`src/rtl/hp48_bus_ctrl.sv`:
```
// rtl/hp48_bus_ctrl.sv - nibble-serial read/write transfer sequencer in front of hp48_bus
// Optional feature macro: HP48_BUS_CTRL_ERR_ABORT_EN (bus error ends the transfer early)
module hp48_bus_ctrl (
   input  logic        i_strobe,
   input  logic        i_reset,
   input  logic        i_req,
   input  logic [1:0]  i_req_op,
   input  logic [19:0] i_req_addr,
   input  logic [3:0]  i_req_len,
   input  logic [63:0] i_req_data,
   output logic        o_busy,
   output logic        o_done,
   output logic        o_error,
   output logic [63:0] o_rd_data,
   output logic [19:0] o_bus_address,
   output logic [3:0]  o_bus_command,
   output logic [3:0]  o_bus_nibble_in,
   input  logic [3:0]  i_bus_nibble_out,
   input  logic        i_bus_error
);

   // Command encodings shared with hp48_bus (bus_commands.v)
   localparam logic [3:0] BUSCMD_NOP      = 4'h0;
   localparam logic [3:0] BUSCMD_PC_READ  = 4'h1;
   localparam logic [3:0] BUSCMD_DP_READ  = 4'h2;
   localparam logic [3:0] BUSCMD_DP_WRITE = 4'h3;

   localparam logic [1:0] OP_PC_READ  = 2'b00;
   localparam logic [1:0] OP_DP_READ  = 2'b01;
   localparam logic [1:0] OP_DP_WRITE = 2'b10;
   localparam logic [1:0] OP_RSVD     = 2'b11;

   typedef enum logic [1:0] {
      S_IDLE = 2'b00,
      S_XFER = 2'b01,
      S_DONE = 2'b10
   } state_t;

   state_t      r_state;
   state_t      w_next_state;

   logic [1:0]  r_op_q;
   logic [19:0] r_base_q;
   logic [3:0]  r_len_q;
   logic [3:0]  r_idx;
   logic [63:0] r_wdata_q;
   logic [63:0] r_rd_data;
   logic        r_err_q;

   logic        w_accept;
   logic        w_last;
   logic [3:0]  w_wr_nibble;

   assign w_accept    = (r_state == S_IDLE) && i_req;
   assign w_last      = (r_idx == r_len_q);
   assign w_wr_nibble = r_wdata_q[{r_idx, 2'b00} +: 4];
   assign o_rd_data   = r_rd_data;

   // State register; reset drops any in-flight transfer without a done pulse
   always_ff @(posedge i_strobe or negedge i_reset) begin
      if (!i_reset) begin
         r_state <= S_IDLE;
      end else begin
         r_state <= w_next_state;
      end
   end

   // Next-state: reserved op skips the bus entirely and reports done
   always_comb begin
      w_next_state = r_state;
      case (r_state)
         S_IDLE: begin
            if (i_req) begin
               w_next_state = (i_req_op == OP_RSVD) ? S_DONE : S_XFER;
            end
         end
         S_XFER: begin
`ifdef HP48_BUS_CTRL_ERR_ABORT_EN
            if (w_last || i_bus_error) begin
               w_next_state = S_DONE;
            end
`else
            if (w_last) begin
               w_next_state = S_DONE;
            end
`endif
         end
         S_DONE:  w_next_state = S_IDLE;
         default: w_next_state = S_IDLE;
      endcase
   end

   // Outputs: bus signals are combinational from registered state
   always_comb begin
      o_busy          = (r_state != S_IDLE);
      o_done          = 1'b0;
      o_error         = 1'b0;
      o_bus_address   = 20'h00000;
      o_bus_command   = BUSCMD_NOP;
      o_bus_nibble_in = 4'h0;
      case (r_state)
         S_XFER: begin
            // 20-bit sum wraps 0xFFFFF+1 to 0x00000 naturally
            o_bus_address = r_base_q + {16'h0000, r_idx};
            case (r_op_q)
               OP_PC_READ:  o_bus_command = BUSCMD_PC_READ;
               OP_DP_READ:  o_bus_command = BUSCMD_DP_READ;
               OP_DP_WRITE: o_bus_command = BUSCMD_DP_WRITE;
               default:     o_bus_command = BUSCMD_NOP;
            endcase
            if (r_op_q == OP_DP_WRITE) begin
               o_bus_nibble_in = w_wr_nibble;
            end
         end
         S_DONE: begin
            o_done  = 1'b1;
            o_error = r_err_q;
         end
         default: begin
            o_done = 1'b0;
         end
      endcase
   end

   // Request latch, nibble index, read assembly and sticky error flag
   always_ff @(posedge i_strobe or negedge i_reset) begin
      if (!i_reset) begin
         r_op_q    <= 2'b00;
         r_base_q  <= 20'h00000;
         r_len_q   <= 4'h0;
         r_idx     <= 4'h0;
         r_wdata_q <= 64'h0;
         r_rd_data <= 64'h0;
         r_err_q   <= 1'b0;
      end else if (w_accept) begin
         r_op_q    <= i_req_op;
         r_base_q  <= i_req_addr;
         r_len_q   <= i_req_len;
         r_idx     <= 4'h0;
         r_wdata_q <= i_req_data;
         r_rd_data <= 64'h0;
         r_err_q   <= 1'b0;
      end else if (r_state == S_XFER) begin
         // The bus is combinational, so read data is valid in the command cycle
         if (r_op_q != OP_DP_WRITE) begin
            r_rd_data[{r_idx, 2'b00} +: 4] <= i_bus_nibble_out;
         end
         if (i_bus_error) begin
            r_err_q <= 1'b1;
         end
         if (!w_last) begin
            r_idx <= r_idx + 4'h1;
         end
      end
   end

endmodule

```
`config.mk`:
```
export PLATFORM = sky130hd
export DESIGN_NAME = hp48_bus_ctrl
export DESIGN_NICKNAME = d
export VERILOG_FILES = /design/src/rtl/hp48_bus_ctrl.sv
export SDC_FILE = /design/constraint.sdc
export NUM_CORES = 1
export LEC_CHECK = 0
export CORE_MARGIN = 1
export CORE_UTILIZATION = 45
export CTS_BUF_LIST = sky130_fd_sc_hd__clkbuf_16
export CTS_CLUSTER_SIZE = 24
export DETAILED_ROUTE_END_ITERATION = 10
export PLACE_DENSITY = 0.72
export SYNTH_ARGS = -nofsm -noshare
export SYNTH_HDL_FRONTEND = slang
export SYNTH_SLANG_ARGS = --single-unit
```
`constraint.sdc`:
```
create_clock -name i_strobe -period 6.75 [get_ports i_strobe]
set_input_delay 0.675 -clock i_strobe [delete_from_list [all_inputs] [get_ports i_strobe]]
set_output_delay 0.675 -clock i_strobe [all_outputs]
set_load 0.02 [all_outputs]
```
-- Yosys cells after proc, flatten, opt, wreduce, memory -nomap -nowiden
Cells that the tools add are included.
- muxes and demuxes: 21
- shift-type cells: 3
- equal/unequal tests: 10
- reductions and logical operators: 11
- add/subtract/negate cells: 3
- operator list (cell ; number):
    64-bit two-way mux ; 3
    64-bit bitwise mux ; 1
    4-bit by 8-bit variable shift with 64-bit output (first input constant) ; 1
    4-bit by 8-bit variable part select with 64-bit output ; 1
    64-bit by 7-bit variable part select with 4-bit output ; 1
    20-bit by 4-bit adder with 20-bit output ; 1
    20-bit two-way mux ; 1
    4-bit two-way mux ; 5
    2-bit two-way mux ; 4
    2-bit inequality test (second input constant) ; 4
    6-bit negator with 8-bit output ; 1
    2-bit AND reduction ; 4
    2-bit nonzero test ; 4
    2-bit equality test (second input constant) ; 3
    2-bit case mux with 3 select lines ; 1
    1-bit two-way mux ; 5
    4-bit by 1-bit adder with 4-bit output (second input constant) ; 1
    2-bit by 1-bit equality test with 1-bit output (second input constant) ; 2
    4-bit equality test ; 1
    2-bit zero test ; 2
    2-bit case mux with 2 select lines ; 1
    1-bit logical AND ; 1
- register bits: 161
- output and inout port bits: 95
- word-level logic and storage cells: 56

-- Logic depth before layout (Yosys ltp)
Gate-level depths: netlist of run 1.
- depth after elaboration: 6
- gate-level depth with buffers: 10
- mapped depth without buffers: 6

-- Least setup slack after synthesis of run 1
Ideal clock, no wire load.
- path type: reg2out
- start point: register r_idx[0]
- end point: output port o_bus_address[16]
- cell stages (with the launch flop): 8
- path buffers: 1
- setup slack: 3.899 ns
- data arrival time: 2.176 ns
- required time: 6.075 ns
- cell sequence: dfrtp_1 > ha_1 > fa_1 > a211oi_1 > or2_1 > buf_2 > or4_1 > a21oi_1
- cells in the longest elaborated chain, start to end: 2
- RTL lines (element ; RTL line ; text):
    start: declaration ; 45 ; logic [3:0] r_idx;
    start signal: assignment ; 152 ; r_idx <= r_idx + 4'h1;
    20-bit by 4-bit adder with 20-bit output ; 104 ; o_bus_address = r_base_q + {16'h0000, r_idx};
    20-bit two-way mux ; 101 ; case (r_state)
    end: declaration ; 15 ; output logic [19:0] o_bus_address,
No other way between the ends.

-- Worst setup path in the final report of run 1
- start point: register r_idx[1]
- end point: output port o_bus_address[19]
Same word-level chain as after synthesis.

==> reports/results.md, run 1 <==
| Item | This run |
|:---|:---|
| Run status | finished clean |
| Clock tree from TritonCTS | done |
| Worst reg2reg endpoint | o_rd_data[0]$_DFFE_PN0P_ |
| Per-instance average area after synthesis | 9.61 µm² |
| Worst Setup Slack, final | 2230 ps |
| Count of routing violations after the opening detailed-route iteration | 412 |
| Period Utilization, post-route | 66.9% |
| Sequential cell area fraction in the yosys report | 51.0% |
| Routed vias | 6546 |
| TritonCTS Buffers | 17 |
| CP Capture Type | output port |
| Source-to-sink clock delay at the later pin of the worst-skew pair | 420 ps |
| Final instance area | 10500 µm² |
| First-pass GRT wire length | 33.6 mm |
| Initial Utilization | 45.8% |
| Final-layout worst hold slack | 299 ps |
| Number of enable flip-flop cells after synthesis | 0 |
| Fmax | 221 MHz |
| Number of cells traversed by the worst register-to-register path | 7 |
| Filler cells | 1504 |
| Rel. slew slack | 25.0% |
| Number of buffers inserted to repair setup after CTS | 0 |
| Flop and latch count out of synthesis | 161 |
| Final critical path time including I/O delays and setup | 4520 ps |
| Number of clock sinks | 161 |
| Area of the die | 18100 µm² |
| Least-Margin Pin Slew | 1120 ps |
| Total routing resource utilization after global routing | 23.7% |
| Critical path required time | 6070 ps |
| Antenna violations before repair | 0 |
| Maximum Capacitance Violations | 0 |
| Reg2Reg Setup Slack | 3500 ps |
| Clock Tree Buf Depth | 2 |
| Maximum number of pins on one net before global-route repair | 94 |
| Clk pin slew, worst setup/hold paths | 70 ps |
| Pre-Repair DR Iteration Count | 5 |
| Summed instance area of the synthesized netlist | 7900 µm² |
| Setup violations, final | 0 |
| Setup TNS | 0 ps |
| Design Power | 4.12 mW |
| Post-detail-place hpwl | 13.8 mm |
| Placement Cell Area | 9860 µm² |
| Core Box Area | 17200 µm² |
| Max-slew violation total from the final report | 0 |
| Startpoint of the most critical register-to-register path | r_idx[0]$_DFFE_PN0P_ |
| I/O pin count | 193 |
| Setup Crit Path Kind | reg -> out |
| Post-cts repair resize count | 0 |
| Aggregate global routing overflow | 0 |
| GPL Wtd Cong | 0.787 |
| Die Y-Extent | 134 µm |
| Areal power density over the cells | 393 nW/µm² |
| Worst Skew | 9.45 ps |
| Endpoint arrival time on the critical path | 3840 ps |
| Most frequent standard cell in the layout excluding fill and tap cells | sky130_fd_sc_hd__nand2_1 |
| Port Buf Inserts | 190 |
| Number of distinct standard cells referenced by the synthesized netlist | 68 |
| Chip width | 134 µm |
| Hold-fix buffer count after cts | 0 |
| Type of the tightest min-delay check | in -> async |
| Antenna Cells | 0 |
| Per-cell routed wire length | 16.8 µm |
| Antenna Nets Post-Route | 0 |
| Routed WL | 20.5 mm |
| Number of standard cells after synthesis | 822 |
| Highest-count cells in the layout ignoring fill and taps | sky130_fd_sc_hd__nand2_1, sky130_fd_sc_hd__clkdlybuf4s50_1, sky130_fd_sc_hd__dfrtp_1 |
| Number of warnings issued by yosys | 0 |
| Post-place setup slack | 2650 ps |
| # DRC | 0 |
| Share of synthesized flip-flops with an asynchronous set or reset | 100% |
| Critical path capture point | o_bus_address[19] |
| Number of nets in the finished design | 1092 |
| Site Rows | 48 |
| Number of global-route vias before repair | 6492 |
| Origin of the worst setup path | r_idx[1]$_DFFE_PN0P_ |
| Area growth from synthesis to final layout | 32.6% |
| Startpoint type of the worst setup path | register |
| Final hold violations | 0 |
| Root Buffer Master | sky130_fd_sc_hd__clkbuf_16 |
| Main flop type after synthesis | sky130_fd_sc_hd__dfrtp_1 |
| Standby leakage power | 4.74 nW |
| Peak supply drop | 0.000225 V |
| Unrepaired setup endpoints after global routing | no |
| Share of cells above drive strength 1 | 6.93% |
| Post-DR vias/cell | 5.37 |
| H-tree depth reported by CTS | 4 |
| Maximum fanout count along the critical path | 35 |
[Yosys cell counts (all sizes together), types with 2 or more instances]
master | number | area [µm²]
a21oi | 19 | 95.1
a31oi | 3 | 18.8
a22oi | 3 | 22.5
dfrtp | 161 | 4030
nand2 | 307 | 1150
or4 | 8 | 63.8
or2 | 5 | 31.3
nand4 | 12 | 75.1
ha | 11 | 138
buf | 35 | 200
o31ai | 13 | 97.6
nor4b | 2 | 23.8
nor2 | 21 | 81.3
mux4 | 13 | 293
a21o | 3 | 22.5
and4 | 2 | 17.5
and2 | 9 | 58.8
and4bb | 2 | 25.0
or3 | 6 | 37.5
o211ai | 7 | 52.6
mux2i | 29 | 290
nor3b | 3 | 27.5
o21ai | 23 | 119
xnor2 | 10 | 95.1
a22o | 12 | 105
and3 | 4 | 25.0
nor2b | 5 | 31.3
clkbuf | 20 | 75.1
a32o | 18 | 180
o2bb2ai | 3 | 26.3
nand2b | 3 | 18.8
inv | 8 | 30.0
o21bai | 2 | 15.0
nor3 | 4 | 20.0
o41ai | 2 | 32.5
or3b | 2 | 17.5
a211oi | 3 | 22.5
nand3 | 13 | 70.1
[worst max-delay path, cell delays in order, from the launching register on]
cell                              delay, ps
sky130_fd_sc_hd__dfrtp_2                940
sky130_fd_sc_hd__ha_1                   370
sky130_fd_sc_hd__a21oi_1                200
sky130_fd_sc_hd__a2bb2oi_1              920
sky130_fd_sc_hd__o31ai_1                160
sky130_fd_sc_hd__a21oi_1                180
sky130_fd_sc_hd__clkdlybuf4s50_1        650
[how the worst min path moves through the flow]
stage,endpoint,slack (ps),start,depth (start not counted)
floorplan,o_rd_data[0]$_DFFE_PN0P_,380,i_reset,0
global route,o_rd_data[9]$_DFFE_PN0P_,360,i_reset,1
finish,o_rd_data[9]$_DFFE_PN0P_,300,i_reset,1
detailed placement,r_wdata_q[30]$_DFFE_PN0P_,460,r_wdata_q[30]$_DFFE_PN0P_,2
global placement,r_wdata_q[36]$_DFFE_PN0P_,450,r_wdata_q[36]$_DFFE_PN0P_,2
CTS,o_rd_data[9]$_DFFE_PN0P_,340,i_reset,1
[kinds of logic (layout without fill, tap and decap cells)]
logic type	Yosys count	count (layout)	share of synthesized area, %
compound gates	118	118	11.0
xor+xnor	10	10	1.20
fa+ha+maj	12	12	2.00
buf+inv	64	236	3.91
flops	161	161	51.0
mux	43	43	7.52
other cells	1	2	0.0475
simple gates	413	413	23.3
[flip-flops by register name, summed over array words and instances, names as in the netlist]
register,cells
o_rd_data,64
r_base_q,20
r_err_q,1
r_idx,4
r_len_q,4
r_op_q,2
r_state,2
r_wdata_q,64
[where the power goes]
group	switching, mW	internal, mW	total, mW	leakage [nW]
registers	0.264	1.26	1.53	2.09
clock network	0.395	0.617	1.01	0.305
logic	0.923	0.657	1.58	2.34
total	1.58	2.54	4.12	4.74
[layer usage]
| layer | vias up | wire [µm] | GRT usage (%) |
|---|---|---|---|
| met5 | - | 0 | 0 |
| met4 | 0 | 328 | 7.49 |
| met3 | 28 | 876 | 4.73 |
| met2 | 170 | 9770 | 37.4 |
| met1 | 3197 | 9580 | 33.1 |
| li1 | 3151 | - | - |
[metrics by stage]
stage / util [%] / cells
finish: 60.8 / 1220
CTS: 60.8 / 1220
floorplan: - / 823
global route: 60.8 / 1220
global placement: 57.2 / 1188
detailed placement: 57.2 / 1188
[final cells by class]
cell class	count	area [µm²]	area share [%]
sequential	161	4030	38.5
multi-input combinational	598	3570	34.1
timing repair buffer	195	1940	18.5
clock buffer	17	425	4.06
tap	225	282	2.69
clock inverter	15	189	1.80
inverter	9	33.8	0.323
No activity file was read; power rests on OpenSTA's default activity.
==> inputs of run 2 (changes only) <==
==> constraint.sdc (replaced) <==
create_clock -name i_strobe -period 4.5 [get_ports i_strobe]
set_input_delay 0.45 -clock i_strobe [delete_from_list [all_inputs] [get_ports i_strobe]]
set_output_delay 0.45 -clock i_strobe [all_outputs]
set_load 0.02 [all_outputs]
==> run 2 against run 1 <==
Against the previous run:
- total power increased by 49%
- first-iteration DRC count down 3.9%
- sequential share of layout area down 0.096 points
- sequential power up 45%
- critical endpoint is now o_bus_address[14]
- largest power group unchanged
==> reports/results.md, run 2 (same netlist as run 1, synthesis figures left out) <==
| Item | This run | Delta |
|:---|:---|:---|
| Run status | finished clean |  |
| H-tree depth reported by CTS | 4 | unchanged |
| Maximum number of pins on one net before global-route repair | 97 | +3.2% |
| Most frequent standard cell in the layout excluding fill and tap cells | sky130_fd_sc_hd__nand2_1 |  |
| Clock tree from TritonCTS | done |  |
| Antenna Nets Post-Route | 0 | unchanged |
| Share of cells above drive strength 1 | 7.61% | +0.67 points |
| Areal power density over the cells | 586 nW/µm² | +49% |
| GPL Wtd Cong | 0.767 | -2.5% |
| Post-cts repair resize count | 0 | unchanged |
| Routed vias | 6601 | +0.84% |
| Number of nets in the finished design | 1096 | +0.37% |
| Maximum Capacitance Violations | 0 | unchanged |
| Worst reg2reg endpoint | o_rd_data[0]$_DFFE_PN0P_ |  |
| Port Buf Inserts | 190 | unchanged |
| First-pass GRT wire length | 33.4 mm | -0.66% |
| Maximum fanout count along the critical path | 27 | -23% |
| Setup Crit Path Kind | reg -> out |  |
| Routed WL | 20.7 mm | +0.91% |
| Endpoint arrival time on the critical path | 3260 ps | -580 ps |
| Antenna violations before repair | 0 | unchanged |
| Unrepaired setup endpoints after global routing | no |  |
| Standby leakage power | 4.75 nW | +0.26% |
| Worst Skew | 8.64 ps | -0.817 ps |
| Type of the tightest min-delay check | in -> async |  |
| Post-detail-place hpwl | 13.9 mm | +0.52% |
| Number of clock sinks | 161 | unchanged |
| I/O pin count | 193 | unchanged |
| Clk pin slew, worst setup/hold paths | 70 ps | about the same |
| Core Box Area | 17200 µm² | unchanged |
| Setup TNS | 0 ps | unchanged |
| Number of global-route vias before repair | 6324 | -2.6% |
| Max-slew violation total from the final report | 0 | unchanged |
| Number of buffers inserted to repair setup after CTS | 0 | unchanged |
| Setup violations, final | 0 | unchanged |
| Final instance area | 10500 µm² | +0.25% |
| Area of the die | 18100 µm² | unchanged |
| # DRC | 0 | unchanged |
| CP Capture Type | output port |  |
| Peak supply drop | 0.000317 V | +41% |
| Total routing resource utilization after global routing | 23.8% | +0.12 points |
| Placement Cell Area | 9900 µm² | +0.43% |
| Period Utilization, post-route | 82.5% |  |
| Critical path required time | 4050 ps | -2020 ps |
| Reg2Reg Setup Slack | 1390 ps | -2110 ps |
| Source-to-sink clock delay at the later pin of the worst-skew pair | 430 ps | about the same |
| Chip width | 134 µm | unchanged |
| Initial Utilization | 45.8% | unchanged |
| Hold-fix buffer count after cts | 0 | unchanged |
| Site Rows | 48 | unchanged |
| Least-Margin Pin Slew | 1070 ps | -47.6 ps |
| Pre-Repair DR Iteration Count | 5 | unchanged |
| Count of routing violations after the opening detailed-route iteration | 396 | -3.9% |
| Number of cells traversed by the worst register-to-register path | 7 | unchanged |
| Highest-count cells in the layout ignoring fill and taps | sky130_fd_sc_hd__nand2_1, sky130_fd_sc_hd__clkdlybuf4s50_1, sky130_fd_sc_hd__dfrtp_1 |  |
| Startpoint of the most critical register-to-register path | r_idx[0]$_DFFE_PN0P_ |  |
| Die Y-Extent | 134 µm | unchanged |
| Clock Tree Buf Depth | 2 | unchanged |
| Rel. slew slack | 28.5% | +3.5 points |
| Fmax | 269 MHz |  |
| Post-DR vias/cell | 5.39 | +0.51% |
| TritonCTS Buffers | 17 | unchanged |
| Final critical path time including I/O delays and setup | 3710 ps |  |
| Antenna Cells | 0 | unchanged |
| Startpoint type of the worst setup path | register |  |
| Final hold violations | 0 | unchanged |
| Area growth from synthesis to final layout | 32.9% |  |
| Per-cell routed wire length | 16.9 µm | +0.58% |
| Root Buffer Master | sky130_fd_sc_hd__clkbuf_16 |  |
| Aggregate global routing overflow | 0 | unchanged |
## run 2: cell types whose count changed in the layout (fill, tap and decap cells not counted), sizes merged
cell	change
buf	+4
bufinv	-2
inv	+5
clkinvlp	+1
clkinv	-4
## run 2: metrics by stage
stage	hold slack [ps]	setup WS (ps)	total power, mW	instances	utilization [%]
after floorplan	154	1660	3.89	823	-
after global placement	454	1320	4.64	1192	57.4
after detailed placement	458	1250	4.70	1192	57.4
after CTS	144	779	6.19	1224	60.9
after global routing	184	589	6.57	1224	60.9
final	113	786	6.15	1224	60.9
## run 2: how the worst max path moves through the flow
| stage | start | end | slack [ps] | cells after the start |
|---|---|---|---|---|
| 3_5_place_dp | r_idx[3]$_DFFE_PN0P_ | o_bus_address[14] | 1250 | 7 |
| 6_report | r_idx[3]$_DFFE_PN0P_ | o_bus_address[14] | 790 | 7 |
| 3_3_place_gp | r_idx[3]$_DFFE_PN0P_ | o_bus_address[16] | 1320 | 7 |
| 5_1_grt | r_idx[3]$_DFFE_PN0P_ | o_bus_address[14] | 590 | 7 |
| 4_1_cts | r_idx[3]$_DFFE_PN0P_ | o_bus_address[14] | 780 | 7 |
| 2_1_floorplan | r_idx[1]$_DFFE_PN0P_ | o_rd_data[0]$_DFFE_PN0P_ | 1660 | 9 |
## run 2: cell type report
| type | count | area, µm² |
|---|---|---|
| Clock buffer | 17 | 425 |
| Tap cell | 225 | 282 |
| Inverter | 9 | 33.8 |
| Clock inverter | 15 | 173 |
| Fill cell | 1497 | 6740 |
| Sequential cell | 161 | 4030 |
| Multi-Input combinational cell | 598 | 3570 |
| Timing Repair Buffer | 199 | 1980 |
## run 2: report_power, final
| part | switching, mW | leakage, nW | internal, mW | total [mW] |
|---|---|---|---|---|
| Clock | 0.638 | 0.294 | 0.835 | 1.47 |
| Combinational | 1.46 | 2.36 | 0.999 | 2.46 |
| Sequential | 0.322 | 2.09 | 1.89 | 2.22 |
| Total | 2.42 | 4.75 | 3.73 | 6.15 |
## run 2: critical path, stage by stage (launching register included)
cell and delay [ps]:
sky130_fd_sc_hd__dfrtp_1 360, sky130_fd_sc_hd__buf_4 220, sky130_fd_sc_hd__ha_1 410, sky130_fd_sc_hd__o21ai_1 140, sky130_fd_sc_hd__or2_1 350, sky130_fd_sc_hd__or4_1 530
sky130_fd_sc_hd__a21oi_1 170, sky130_fd_sc_hd__clkdlybuf4s50_1 650
## run 2: per-layer routing
metal,vias up,GRT usage [%],wire (µm)
met2,226,38.3,9860
met3,24,4.09,1150
met5,-,0,0
met4,0,7.87,318
met1,3196,33.0,9410
li1,3155,-,-
